`config.mk`:
```
export PLATFORM = sky130hd
export DESIGN_NAME = dmem_lsu_master
export DESIGN_NICKNAME = d
export VERILOG_FILES = /design/src/rtl/dmem_lsu_master.sv
export SDC_FILE = /design/constraint.sdc
export NUM_CORES = 1
export LEC_CHECK = 0
export ABC_AREA = 0
export CORE_MARGIN = 4
export CORE_UTILIZATION = 35
export CTS_CLUSTER_SIZE = 8
export DETAILED_ROUTE_END_ITERATION = 16
export PLACE_DENSITY_LB_ADDON = 0.1
export SYNTH_ARGS = -nofsm -noshare
export SYNTH_HDL_FRONTEND = slang
export SYNTH_SLANG_ARGS = --single-unit
```
`constraint.sdc`:
```
create_clock -name i_clk -period 5.4 [get_ports i_clk]
set_clock_uncertainty 0.2 [all_clocks]
set_input_delay 1.08 -clock i_clk [delete_from_list [all_inputs] [get_ports i_clk]]
set_output_delay 1.08 -clock i_clk [all_outputs]
set_load 0.02 [all_outputs]
```
`src/rtl/dmem_lsu_master.sv`:
```
`default_nettype none
// ============================================================================
// Module      : dmem_lsu_master
// Description : Initiator to the word-organised data memory. Takes RV32
//               load/store requests, extracts and extends load bytes/halves,
//               and does read-modify-write for sub-word stores.
//               Optional feature macro: DMEM_SUBWORD_STORE_EN (RMW sub-word
//               stores; when undefined, byte/half stores return an error).
// Revision    : 1.0 - initial release
// ============================================================================
module dmem_lsu_master #(
    parameter int ADDRW = 10
) (
    input  logic             i_clk,
    input  logic             i_rst,

    input  logic             i_req_valid,
    output logic             o_req_ready,
    input  logic             i_req_we,
    input  logic [1:0]       i_req_size,
    input  logic             i_req_unsigned,
    input  logic [31:0]      i_req_addr,
    input  logic [31:0]      i_req_wdata,
    input  logic [3:0]       i_req_tag,

    output logic             o_rsp_valid,
    input  logic             i_rsp_ready,
    output logic [31:0]      o_rsp_rdata,
    output logic [3:0]       o_rsp_tag,
    output logic             o_rsp_err,

    output logic             o_mem_valid,
    output logic             o_mem_we,
    output logic [ADDRW-1:0] o_mem_addr,
    output logic [31:0]      o_mem_wdata,
    input  logic             i_mem_ready,
    input  logic [31:0]      i_mem_rdata
);

    localparam logic [1:0] c_SIZE_BYTE = 2'd0;
    localparam logic [1:0] c_SIZE_HALF = 2'd1;
    localparam logic [1:0] c_SIZE_WORD = 2'd2;

    typedef enum logic [2:0] {
        S_IDLE   = 3'd0,
        S_RD     = 3'd1,
`ifdef DMEM_SUBWORD_STORE_EN
        S_RMW_RD = 3'd2,
        S_MERGE  = 3'd3,
`endif
        S_WR     = 3'd4,
        S_RSP    = 3'd5
    } state_t;

    state_t      r_state;
    state_t      w_next_state;

    logic [1:0]  r_size;
    logic        r_unsigned;
    logic [1:0]  r_lane;

    logic        w_accept;
    logic        w_misaligned;
    logic        w_req_err;

    logic        w_unused_addr;
    assign w_unused_addr = ^i_req_addr[31:ADDRW+2];

    function automatic logic [31:0] f_extract(
        input logic [31:0] word,
        input logic [1:0]  size,
        input logic [1:0]  lane,
        input logic        uns
    );
        logic [7:0]  b;
        logic [15:0] h;
        logic [31:0] res;
        case (lane)
            2'd0:    b = word[7:0];
            2'd1:    b = word[15:8];
            2'd2:    b = word[23:16];
            default: b = word[31:24];
        endcase
        h = lane[1] ? word[31:16] : word[15:0];
        case (size)
            c_SIZE_BYTE: res = uns ? {24'b0, b} : {{24{b[7]}}, b};
            c_SIZE_HALF: res = uns ? {16'b0, h} : {{16{h[15]}}, h};
            default:     res = word;
        endcase
        return res;
    endfunction

    assign w_accept     = i_req_valid && o_req_ready;
    assign w_misaligned = (i_req_size == 2'd3)
                       || ((i_req_size == c_SIZE_HALF) && i_req_addr[0])
                       || ((i_req_size == c_SIZE_WORD) && (i_req_addr[1:0] != 2'b00));

`ifdef DMEM_SUBWORD_STORE_EN
    assign w_req_err = w_misaligned;
`else
    // Without byte enables or RMW support, sub-word stores cannot be honoured.
    assign w_req_err = w_misaligned || (i_req_we && (i_req_size != c_SIZE_WORD));
`endif

    always_ff @(posedge i_clk or posedge i_rst) begin
        if (i_rst) begin
            r_state <= S_IDLE;
        end else begin
            r_state <= w_next_state;
        end
    end

    always_comb begin
        w_next_state = r_state;
        o_req_ready  = 1'b0;
        o_mem_valid  = 1'b0;
        o_mem_we     = 1'b0;
        o_rsp_valid  = 1'b0;
        case (r_state)
            S_IDLE: begin
                o_req_ready = !i_rst;
                if (w_accept) begin
                    if (w_req_err) begin
                        w_next_state = S_RSP;
                    end else if (!i_req_we) begin
                        w_next_state = S_RD;
                    end else if (i_req_size == c_SIZE_WORD) begin
                        w_next_state = S_WR;
                    end else begin
`ifdef DMEM_SUBWORD_STORE_EN
                        w_next_state = S_RMW_RD;
`else
                        w_next_state = S_RSP;
`endif
                    end
                end
            end
            S_RD: begin
                o_mem_valid = 1'b1;
                if (i_mem_ready) w_next_state = S_RSP;
            end
`ifdef DMEM_SUBWORD_STORE_EN
            S_RMW_RD: begin
                o_mem_valid = 1'b1;
                if (i_mem_ready) w_next_state = S_MERGE;
            end
            S_MERGE: begin
                w_next_state = S_WR;
            end
`endif
            S_WR: begin
                o_mem_valid = 1'b1;
                o_mem_we    = 1'b1;
                if (i_mem_ready) w_next_state = S_RSP;
            end
            S_RSP: begin
                o_rsp_valid = 1'b1;
                if (i_rsp_ready) w_next_state = S_IDLE;
            end
            default: w_next_state = S_IDLE;
        endcase
    end

`ifdef DMEM_SUBWORD_STORE_EN
    logic [31:0] r_word;

    function automatic logic [31:0] f_merge(
        input logic [31:0] word,
        input logic [15:0] data,
        input logic [1:0]  size,
        input logic [1:0]  lane
    );
        logic [31:0] res;
        res = word;
        if (size == c_SIZE_BYTE) begin
            case (lane)
                2'd0:    res[7:0]   = data[7:0];
                2'd1:    res[15:8]  = data[7:0];
                2'd2:    res[23:16] = data[7:0];
                default: res[31:24] = data[7:0];
            endcase
        end else if (lane[1]) begin
            res[31:16] = data;
        end else begin
            res[15:0] = data;
        end
        return res;
    endfunction

    always_ff @(posedge i_clk or posedge i_rst) begin
        if (i_rst) begin
            r_word <= 32'd0;
        end else if ((r_state == S_RMW_RD) && i_mem_ready) begin
            r_word <= i_mem_rdata;
        end
    end
`endif

    always_ff @(posedge i_clk or posedge i_rst) begin
        if (i_rst) begin
            o_mem_addr  <= '0;
            o_mem_wdata <= 32'd0;
            o_rsp_rdata <= 32'd0;
            o_rsp_tag   <= 4'd0;
            o_rsp_err   <= 1'b0;
            r_size      <= 2'd0;
            r_unsigned  <= 1'b0;
            r_lane      <= 2'd0;
        end else begin
            if (w_accept) begin
                o_mem_addr  <= i_req_addr[ADDRW+1:2];
                o_mem_wdata <= i_req_wdata;
                o_rsp_rdata <= 32'd0;
                o_rsp_tag   <= i_req_tag;
                o_rsp_err   <= w_req_err;
                r_size      <= i_req_size;
                r_unsigned  <= i_req_unsigned;
                r_lane      <= i_req_addr[1:0];
            end
            if ((r_state == S_RD) && i_mem_ready) begin
                o_rsp_rdata <= f_extract(i_mem_rdata, r_size, r_lane, r_unsigned);
            end
`ifdef DMEM_SUBWORD_STORE_EN
            // o_mem_wdata still holds the right-aligned store data until here.
            if (r_state == S_MERGE) begin
                o_mem_wdata <= f_merge(r_word, o_mem_wdata[15:0], r_size, r_lane);
            end
`endif
        end
    end

endmodule
`default_nettype wire

```
==> results of run 1 <==
synth_stat cells, drive strengths merged, types with 6 or more instances:
cell / count / share of area [%]
o211ai: 12 / 2.3
a21oi: 16 / 2.1
mux2: 51 / 15
buf: 15 / 2.3
mux2i: 9 / 2.3
a22o: 9 / 2.0
nor2: 6 / 0.58
a211oi: 6 / 1.2
nand3: 13 / 1.7
inv: 6 / 0.58
dfrtp: 86 / 56
a221o: 17 / 4.4
a22oi: 6 / 1.2
nand2: 12 / 1.2
registers in the layout (all words and copies together), names as in the netlist, 2 cells and up:
name,cells
o_mem_wdata,32
r_size,2
o_rsp_tag,4
o_rsp_rdata,32
o_mem_addr,10
r_state,2
r_lane,2
final cells by class:
type | instances | share of cell area [%]
Multi-Input combinational cell | 192 | 27.2
Clock inverter | 4 | 1.19
Tap cell | 140 | 2.97
Inverter | 6 | 0.403
Clock buffer | 12 | 2.46
Timing Repair Buffer | 173 | 29.3
Sequential cell | 86 | 36.5
report_power, final:
| group | switching, mW | internal, mW |
|---|---|---|
| combinational | 0.874 | 0.940 |
| sequential | 0.227 | 0.955 |
| clock | 0.220 | 0.272 |
layer usage:
layer	GRT usage (%)	wire length [um]	vias to the layer above
met5	0	0	-
met4	6.73	172	0
met3	8.07	1370	13
met2	27.1	5040	153
met1	22.3	4580	1544
li1	-	-	1472
critical path, stage by stage:
cell	delay [ps]
sky130_fd_sc_hd__clkdlybuf4s50_1	450
sky130_fd_sc_hd__nor2b_1	130
sky130_fd_sc_hd__clkdlybuf4s50_1	610
cells by family after synthesis:
logic type      Yosys count  synth area share (%)
simple gates             48                  6.55
flops                    86                  55.5
compound gates           80                  16.1
buf+inv                  26                  3.36
mux                      60                  17.1
fa+ha+maj                 4                  1.29
through the flow:
step	cell area [sq um]	power (mW)	util, %	hold WS (ps)
2_1_floorplan	3870	2.18	-	297
3_3_place_gp	5680	2.99	52.4	267
3_5_place_dp	5680	3.02	52.4	277
4_1_cts	5900	3.53	54.4	297
5_1_grt	5900	3.71	54.4	318
6_report	5900	3.49	54.4	294
worst paths after layout:
path,slack (ps),start,endpoint
max,1850,i_rst,o_req_ready
min,290,o_rsp_err,o_rsp_err
max reg2reg,2910,r_state[0],o_mem_wdata[29]
min reg2reg,290,o_rsp_err,o_rsp_err
max in group asynchronous,2960,i_rst,o_mem_wdata[29]
min in group asynchronous,880,i_rst,o_mem_wdata[31]
==> results.json, run 1 <==
{
  "status": "finished clean",
  "final_antenna_net_count": 0,
  "routedWlPerCell_um": 18.2,
  "vdd_ir_drop_max_mv": 0.370,
  "io-pin-count": 192,
  "register_area_sq_mm": 0.00215,
  "number_of_antenna_repair_diodes": 0,
  "worst_r2r_path_depth": 4,
  "worst-path-max-fanout": 3,
  "required_ps": 4120,
  "place_hpwl_um": 8120,
  "totalNegativeSetupSlack_ps": 0,
  "hold_path_class": "reg -> reg",
  "synth_async_sr_flop_share_pct": 100,
  "drcViolationCount": 0,
  "synth_area_per_cell_sq_um": 12.7,
  "timing_max_transition_violations_final": 0,
  "port-buffer-count": 171,
  "worst_pin_slew_ps": 934,
  "final_net_count": 581,
  "crit_path_start_kind": "input pin",
  "place.detailed.instances": 597,
  "yosysWarningCount": 0,
  "postLayoutSetupSlackWorst_ps": 1850,
  "grt_pass1_vias": 3407,
  "cts.root.buffer_cell": "sky130_fd_sc_hd__clkbuf_8",
  "shortest_clock_period_the_worst_path_allows_after_layout_ps": 3550,
  "ys_ff_latch": 86,
  "grt_overflow": 0,
  "floorplan.initialDensity_pct": 35.7,
  "gr-usage-all-layers_pct": 17.8,
  "detailed_route_via_count": 3182,
  "die_area_sq_mm": 0.0128,
  "timing.critical_path.arrival_ps": 2270,
  "postSynthCellCount": 304,
  "pin_count_of_the_biggest_net_entering_global_routing": 69,
  "power_density_mw_per_mm2": 591,
  "final_hold_viol_count": 0,
  "grt_antenna_before_repair": 0,
  "min_delay_path_depth": 2,
  "core_sq_mm": 0.0108,
  "max-cap-violations": 0,
  "ctsHoldBuffers": 0,
  "drt-vias-per-instance": 5.19,
  "tritoncts": "done",
  "clkSlewWorstSetupHoldPaths_ps": 80,
  "num-fill-cells": 962,
  "drive_above_1_share_pct": 15.2,
  "power.leakage_nw": 2.43,
  "post-cts-setup-buffer-count": 0,
  "h-tree-depth": 3,
  "multi_input_logic_area_sq_mm": 0.00161,
  "finalWirelength_um": 11200,
  "routabilityCongestion": 0.789,
  "grt_pass1_wl_um": 17900,
  "max-slew-margin-rel_pct": 37.7,
  "setup_violations": 0,
  "synth_area_sq_mm": 0.00387,
  "dieWidth_um": 113,
  "postSynthNetCount": 417,
  "synth_enable_flop_cells": 0,
  "cts_sink_count": 86,
  "unrepaired_setup_endpoints_after_global_routing": "false",
  "die_height_um": 113,
  "clock_latency_ps": 350,
  "cts-resized-gates": 0,
  "final_common_cell": "sky130_fd_sc_hd__clkdlybuf4s50_1",
  "cts_max_path_buffers": 2,
  "final_min_period_over_clock_period_pct": 65.7,
  "instances_no_fill": 613,
  "fmax_mhz": 282,
  "dominantRegCellSynth": "sky130_fd_sc_hd__dfrtp_1",
  "synth.distinct_cells": 38,
  "syn_to_final_growth_pct": 52.2,
  "cts_made_buffers": 9,
  "sequential_share_of_the_synthesized_area_pct": 55.5,
  "dp_slack_ps": 1780,
  "setup.worst_path.end_class": "output port",
  "layout.cells.most_common_list": "sky130_fd_sc_hd__clkdlybuf4s50_1 (171), sky130_fd_sc_hd__dfrtp_1 (86), sky130_fd_sc_hd__mux2_2 (51)",
  "placementRows": 38,
  "drtPass1Iterations": 5,
  "count_of_routing_violations_after_the_opening_detailed_route_iteration": 192,
  "worst-setup-path-type": "in -> out"
}
Note: power is estimated with default switching activity, not from simulation.
==> inputs of run 2 (changes only) <==
- clock period: 5.4 -> 3 ns (I/O delays scaled with it)
==> run 2 against run 1 <==
Effect of this change:
- critical path depth rose by 1
- register-to-register slack worse by 2100 ps
- via count barely moved
- clock power increased by 86%
==> results.json, run 2 (same netlist as run 1, synthesis figures left out) <==
{
  "status": "finished clean",
  "p_switching_mw": 2.43,
  "timing_max_transition_violations_final": 0,
  "io-pin-count": 192,
  "syn_to_final_growth_pct": 54.8,
  "final_net_count": 588,
  "dp_slack_ps": 372,
  "hold-worst-slack_ps": 282,
  "cts-resized-gates": 0,
  "num-fill-cells": 953,
  "hold_path_class": "reg -> reg",
  "worstPathCellList": "inv_1 -> ha_1 -> nor2b_1 -> clkdlybuf4s50_1",
  "dieWidth_um": 113,
  "cts_max_path_buffers": 2,
  "final_hold_viol_count": 0,
  "die_area_sq_mm": 0.0128,
  "routedWlPerCell_um": 18.3,
  "number_of_antenna_repair_diodes": 0,
  "worst_pin_slew_ps": 1090,
  "post_dp_cell_area_sq_mm": 0.00577,
  "detailed_route_via_count": 3183,
  "power.internal_mw": 3.95,
  "largest_registers": "o_mem_wdata (32), o_rsp_rdata (32), o_mem_addr (10)",
  "combPwrFrac_pct": 52.3,
  "critPathMaxStageDelay_ps": 610,
  "drtPass1Iterations": 4,
  "grt_antenna_before_repair": 0,
  "hold_path.startpoint": "o_rsp_err",
  "crit_slowest_cell": "sky130_fd_sc_hd__clkdlybuf4s50_1",
  "timing.critical_path.arrival_ps": 1990,
  "core_sq_mm": 0.0108,
  "final_min_period_over_clock_period_pct": 92.9,
  "timing.critical_path.max_delay_family": "buffers and inverters",
  "count_of_routing_violations_after_the_opening_detailed_route_iteration": 109,
  "final_common_cell": "sky130_fd_sc_hd__clkdlybuf4s50_1",
  "post-cts-setup-buffer-count": 0,
  "cts.root.buffer_cell": "sky130_fd_sc_hd__clkbuf_8",
  "worst-setup-path-type": "reg -> out",
  "die_height_um": 113,
  "h-tree-depth": 3,
  "grt_pass1_vias": 3428,
  "max-slew-margin-rel_pct": 27.2,
  "port-buffer-count": 171,
  "finalWirelength_um": 11300,
  "cts_sink_count": 86,
  "routabilityCongestion": 0.753,
  "grt_pass1_wl_um": 18200,
  "grt_overflow": 0,
  "ctsHoldBuffers": 0,
  "vdd_ir_drop_max_mv": 0.516,
  "r2r_setup_slack_ps": 820,
  "portion_of_total_power_attributed_to_the_clock_network_pct": 14.4,
  "placementRows": 38,
  "crit_path_start_kind": "flip-flop",
  "rr_endpoint": "o_rsp_rdata[14]",
  "drcViolationCount": 0,
  "place_hpwl_um": 8240,
  "power_density_mw_per_mm2": 1060,
  "hold_path_end": "o_rsp_err",
  "clkSlewWorstSetupHoldPaths_ps": 80,
  "tritoncts": "done",
  "worst_r2r_path_depth": 4,
  "unrepaired_setup_endpoints_after_global_routing": "false",
  "gr-usage-all-layers_pct": 18.1,
  "timing.critical_path.buf_inv": 2,
  "worst-path-max-fanout": 6,
  "cts_made_buffers": 9,
  "setup.worst_path.end_class": "output port",
  "postLayoutCoreUtil_pct": 55.3,
  "clock_latency_ps": 350,
  "required_ps": 2200,
  "drt-vias-per-instance": 5.13,
  "layout.cell_area.non_filler_sq_mm": 0.00600,
  "setup_violations": 0,
  "pin_count_of_the_biggest_net_entering_global_routing": 87,
  "floorplan.initialDensity_pct": 35.7,
  "fmax_mhz": 359,
  "regToRegStartpoint": "r_lane[1]",
  "power.share.sequential_pct": 33.4,
  "netSwitchingFraction_pct": 38.1,
  "shortest_clock_period_the_worst_path_allows_after_layout_ps": 2790,
  "drive_above_1_share_pct": 16.9,
  "power.leakage_nw": 2.49,
  "final_antenna_net_count": 0,
  "max-cap-violations": 0,
  "min_delay_path_depth": 2,
  "layout.cells.most_common_list": "sky130_fd_sc_hd__clkdlybuf4s50_1 (171), sky130_fd_sc_hd__dfrtp_1 (86), sky130_fd_sc_hd__mux2_2 (48)",
  "postLayoutSetupSlackWorst_ps": 212
}
[run 2: worst register-to-register path: cells and delay by family (launching register included)]
kind	cells	cell delay, ps
compound gates	2	620
flops	1	790
mux	1	360
simple gates	1	80
[run 2: final cells by class]
class / instances / area [sq um] / share of cell area, %
inverters: 6 / 26.3 / 0.438
clock buffers: 10 / 138 / 2.30
multi-input cells: 192 / 1620 / 27.0
repair buffers: 180 / 1800 / 30.1
flip-flops and latches: 86 / 2150 / 35.9
well taps: 140 / 175 / 2.92
clock inverters: 6 / 85.1 / 1.42
[run 2: routing by layer]
metal,part of all wire [%],routed length (um),global-route usage [%],vias to the layer above
met1,41,4600,22.1,1562
met2,48,5410,28.6,123
met4,1.2,131,6.01,0
li1,-,-,-,1489
met5,0,0,0,-
met3,11,1200,8.13,9
[run 2: power by group through the flow]
stage / clock network, mW / logic [mW] / registers [mW]
floorplan: 0 / 1.29 / 2.66
global placement: 0 / 3.33 / 2.12
detailed placement: 0 / 3.35 / 2.15
CTS: 0.941 / 3.37 / 2.14
global route: 0.991 / 3.56 / 2.21
finish: 0.915 / 3.33 / 2.13
[run 2: worst max-delay path by stage]
stage | startpoint | end | cells after the start
after detailed placement | i_rst | o_req_ready | 3
after global placement | i_rst | o_req_ready | 3
final | r_state[0] | o_req_ready | 4
after global routing | r_state[0] | o_req_ready | 4
after CTS | r_state[0] | o_req_ready | 4
after floorplan | i_rst | o_mem_addr[0] | 4
[run 2: stage by stage]
| stage | TNS [ps] | std cells | power [mW] |
|---|---|---|---|
| floorplan | -6420 | 304 | 3.95 |
| global placement | 0 | 604 | 5.45 |
| global route | 0 | 620 | 6.76 |
| detailed placement | 0 | 604 | 5.50 |
| CTS | 0 | 620 | 6.45 |
| finish | 0 | 620 | 6.38 |
==> inputs of run 3 (changes only) <==
- GPL_TIMING_DRIVEN: not set -> 0
==> run 3 against run 2 <==
Effect of this change:
- final area is essentially flat
- critical path depth is the same
- wire length grew 0.78%
- die area is the same
- global-route usage shrank 0.15 points
- sequential power shrank 4%
==> results.json, run 3 (same netlist as run 1, synthesis figures left out) <==
{
  "status": "finished clean",
  "multi_input_logic_area_sq_mm": 0.00161,
  "floorplan.initialDensity_pct": 35.7,
  "finalWirelength_um": 11400,
  "cts.root.buffer_cell": "sky130_fd_sc_hd__clkbuf_8",
  "regToRegStartpoint": "r_state[2]",
  "power_density_mw_per_mm2": 1030,
  "vdd_ir_drop_max_mv": 0.472,
  "syn_to_final_growth_pct": 54.7,
  "count_of_routing_violations_after_the_opening_detailed_route_iteration": 123,
  "placementRows": 38,
  "worstPathCellList": "inv_1 -> ha_1 -> nor2b_1 -> clkdlybuf4s50_1",
  "cts_sink_count": 86,
  "tritoncts": "done",
  "power.leakage_nw": 2.50,
  "cts_made_buffers": 9,
  "critPathMaxStageDelay_ps": 610,
  "unrepaired_setup_endpoints_after_global_routing": "false",
  "final_hold_viol_count": 0,
  "cts-resized-gates": 0,
  "hold_path.startpoint": "o_rsp_err",
  "worst_pin_slew_ps": 548,
  "r2r_setup_slack_ps": 970,
  "timing.critical_path.arrival_ps": 1940,
  "routabilityCongestion": 0.844,
  "largest_registers": "o_mem_wdata (32), o_rsp_rdata (32), o_mem_addr (10)",
  "h-tree-depth": 3,
  "clock_latency_ps": 330,
  "die_height_um": 113,
  "cts_max_path_buffers": 2,
  "final_net_count": 601,
  "final_antenna_net_count": 0,
  "register_area_sq_mm": 0.00215,
  "totalNegativeSetupSlack_ps": 0,
  "crit_path_start_kind": "flip-flop",
  "max-slew-margin-rel_pct": 63.5,
  "setup.worst_path.end_class": "output port",
  "dieWidth_um": 113,
  "grt_antenna_before_repair": 0,
  "final_min_period_over_clock_period_pct": 91.2,
  "min_delay_path_depth": 2,
  "max-cap-violations": 0,
  "netSwitchingFraction_pct": 38.7,
  "num-fill-cells": 984,
  "grt_pass1_wl_um": 18200,
  "number_of_antenna_repair_diodes": 0,
  "clkSlewWorstSetupHoldPaths_ps": 70,
  "drive_above_1_share_pct": 17.1,
  "io-pin-count": 192,
  "postLayoutSetupSlackWorst_ps": 263,
  "worst-setup-path-type": "reg -> out",
  "power.internal_mw": 3.80,
  "dp_slack_ps": -86.6,
  "core_sq_mm": 0.0108,
  "grt_overflow": 0,
  "required_ps": 2200,
  "fmax_mhz": 365,
  "timing_max_transition_violations_final": 0,
  "hold_path_class": "reg -> reg",
  "die_area_sq_mm": 0.0128,
  "power.share.sequential_pct": 33.0,
  "place_hpwl_um": 8760,
  "rr_endpoint": "o_rsp_rdata[6]",
  "hold-worst-slack_ps": 283,
  "gr-usage-all-layers_pct": 18.0,
  "combPwrFrac_pct": 55.7,
  "pin_count_of_the_biggest_net_entering_global_routing": 39,
  "instances_no_fill": 631,
  "shortest_clock_period_the_worst_path_allows_after_layout_ps": 2740,
  "layout.cell_area.non_filler_sq_mm": 0.00599,
  "portion_of_total_power_attributed_to_the_clock_network_pct": 11.3,
  "layout.cells.most_common_list": "sky130_fd_sc_hd__clkdlybuf4s50_1 (171), sky130_fd_sc_hd__dfrtp_1 (86), sky130_fd_sc_hd__mux2_2 (48)",
  "setup_violations": 0,
  "hold_path_end": "o_rsp_err",
  "detailed_route_via_count": 3246,
  "crit_slowest_cell": "sky130_fd_sc_hd__clkdlybuf4s50_1",
  "ctsHoldBuffers": 0,
  "worst_r2r_path_depth": 7,
  "port-buffer-count": 171,
  "final_common_cell": "sky130_fd_sc_hd__clkdlybuf4s50_1",
  "post-cts-setup-buffer-count": 0,
  "drt-vias-per-instance": 5.14,
  "grt_pass1_vias": 3468,
  "worst-path-max-fanout": 6,
  "routedWlPerCell_um": 18.1,
  "drcViolationCount": 0,
  "post_dp_cell_area_sq_mm": 0.00584,
  "drtPass1Iterations": 4,
  "place.detailed.instances": 617,
  "p_switching_mw": 2.40
}
[run 3: changes by cell type in the layout (fill, tap and decap cells not counted), sizes merged]
cell,previous run,this run
buf,9,17
bufinv,2,0
clkbuf,10,17
clkinvlp,3,1
[run 3: metrics by stage]
stage          utilization [%]  power, mW
3_5_place_dp              53.9       5.54
5_1_grt                   55.3       6.58
2_1_floorplan                -       3.95
4_1_cts                   55.3       6.27
3_3_place_gp              53.5       5.48
6_report                  55.3       6.20
[run 3: power groups by stage]
stage                     registers [mW]  clock network (mW)  logic, mW
after floorplan                     2.66                   0       1.29
after global placement              2.04                   0       3.44
after detailed placement            2.07                   0       3.47
after CTS                           2.05               0.731       3.49
after global routing                2.12               0.779       3.68
final                               2.05               0.702       3.45
[run 3: final cells by class]
class | instances | share of cell area [%]
Sequential cell | 86 | 35.9
Timing Repair Buffer | 173 | 29.2
Multi-Input combinational cell | 192 | 26.8
Tap cell | 140 | 2.92
Clock buffer | 12 | 2.42
Buffer | 20 | 2.09
Inverter | 6 | 0.438
Clock inverter | 2 | 0.167
[run 3: worst max-delay path by stage]
stage,startpoint,to,slack (ps),cells past startpoint
6_report,r_state[2],o_req_ready,260,4
5_1_grt,i_rst,o_rsp_rdata[28],160,6
4_1_cts,r_state[2],o_req_ready,230,4
3_5_place_dp,i_rst,r_lane[0],-90,7
3_3_place_gp,i_rst,o_rsp_rdata[28],-1630,5
2_1_floorplan,i_rst,o_mem_addr[0],-120,4
[run 3: worst max-delay path: cells and delay by family, from the launching register on]
family,cells,cell delay (ps)
fa+ha+maj,1,300
flops,1,420
simple gates,1,170
buf+inv,2,710
[run 3: routing by layer]
metal	share of wire [%]	GRT usage, %	vias to the layer above	routed length [um]
li1	-	-	1510	-
met1	42	21.9	1606	4770
met2	47	28.4	121	5350
met3	10	7.70	9	1160
met4	1.4	6.73	0	155
met5	0	0	-	0
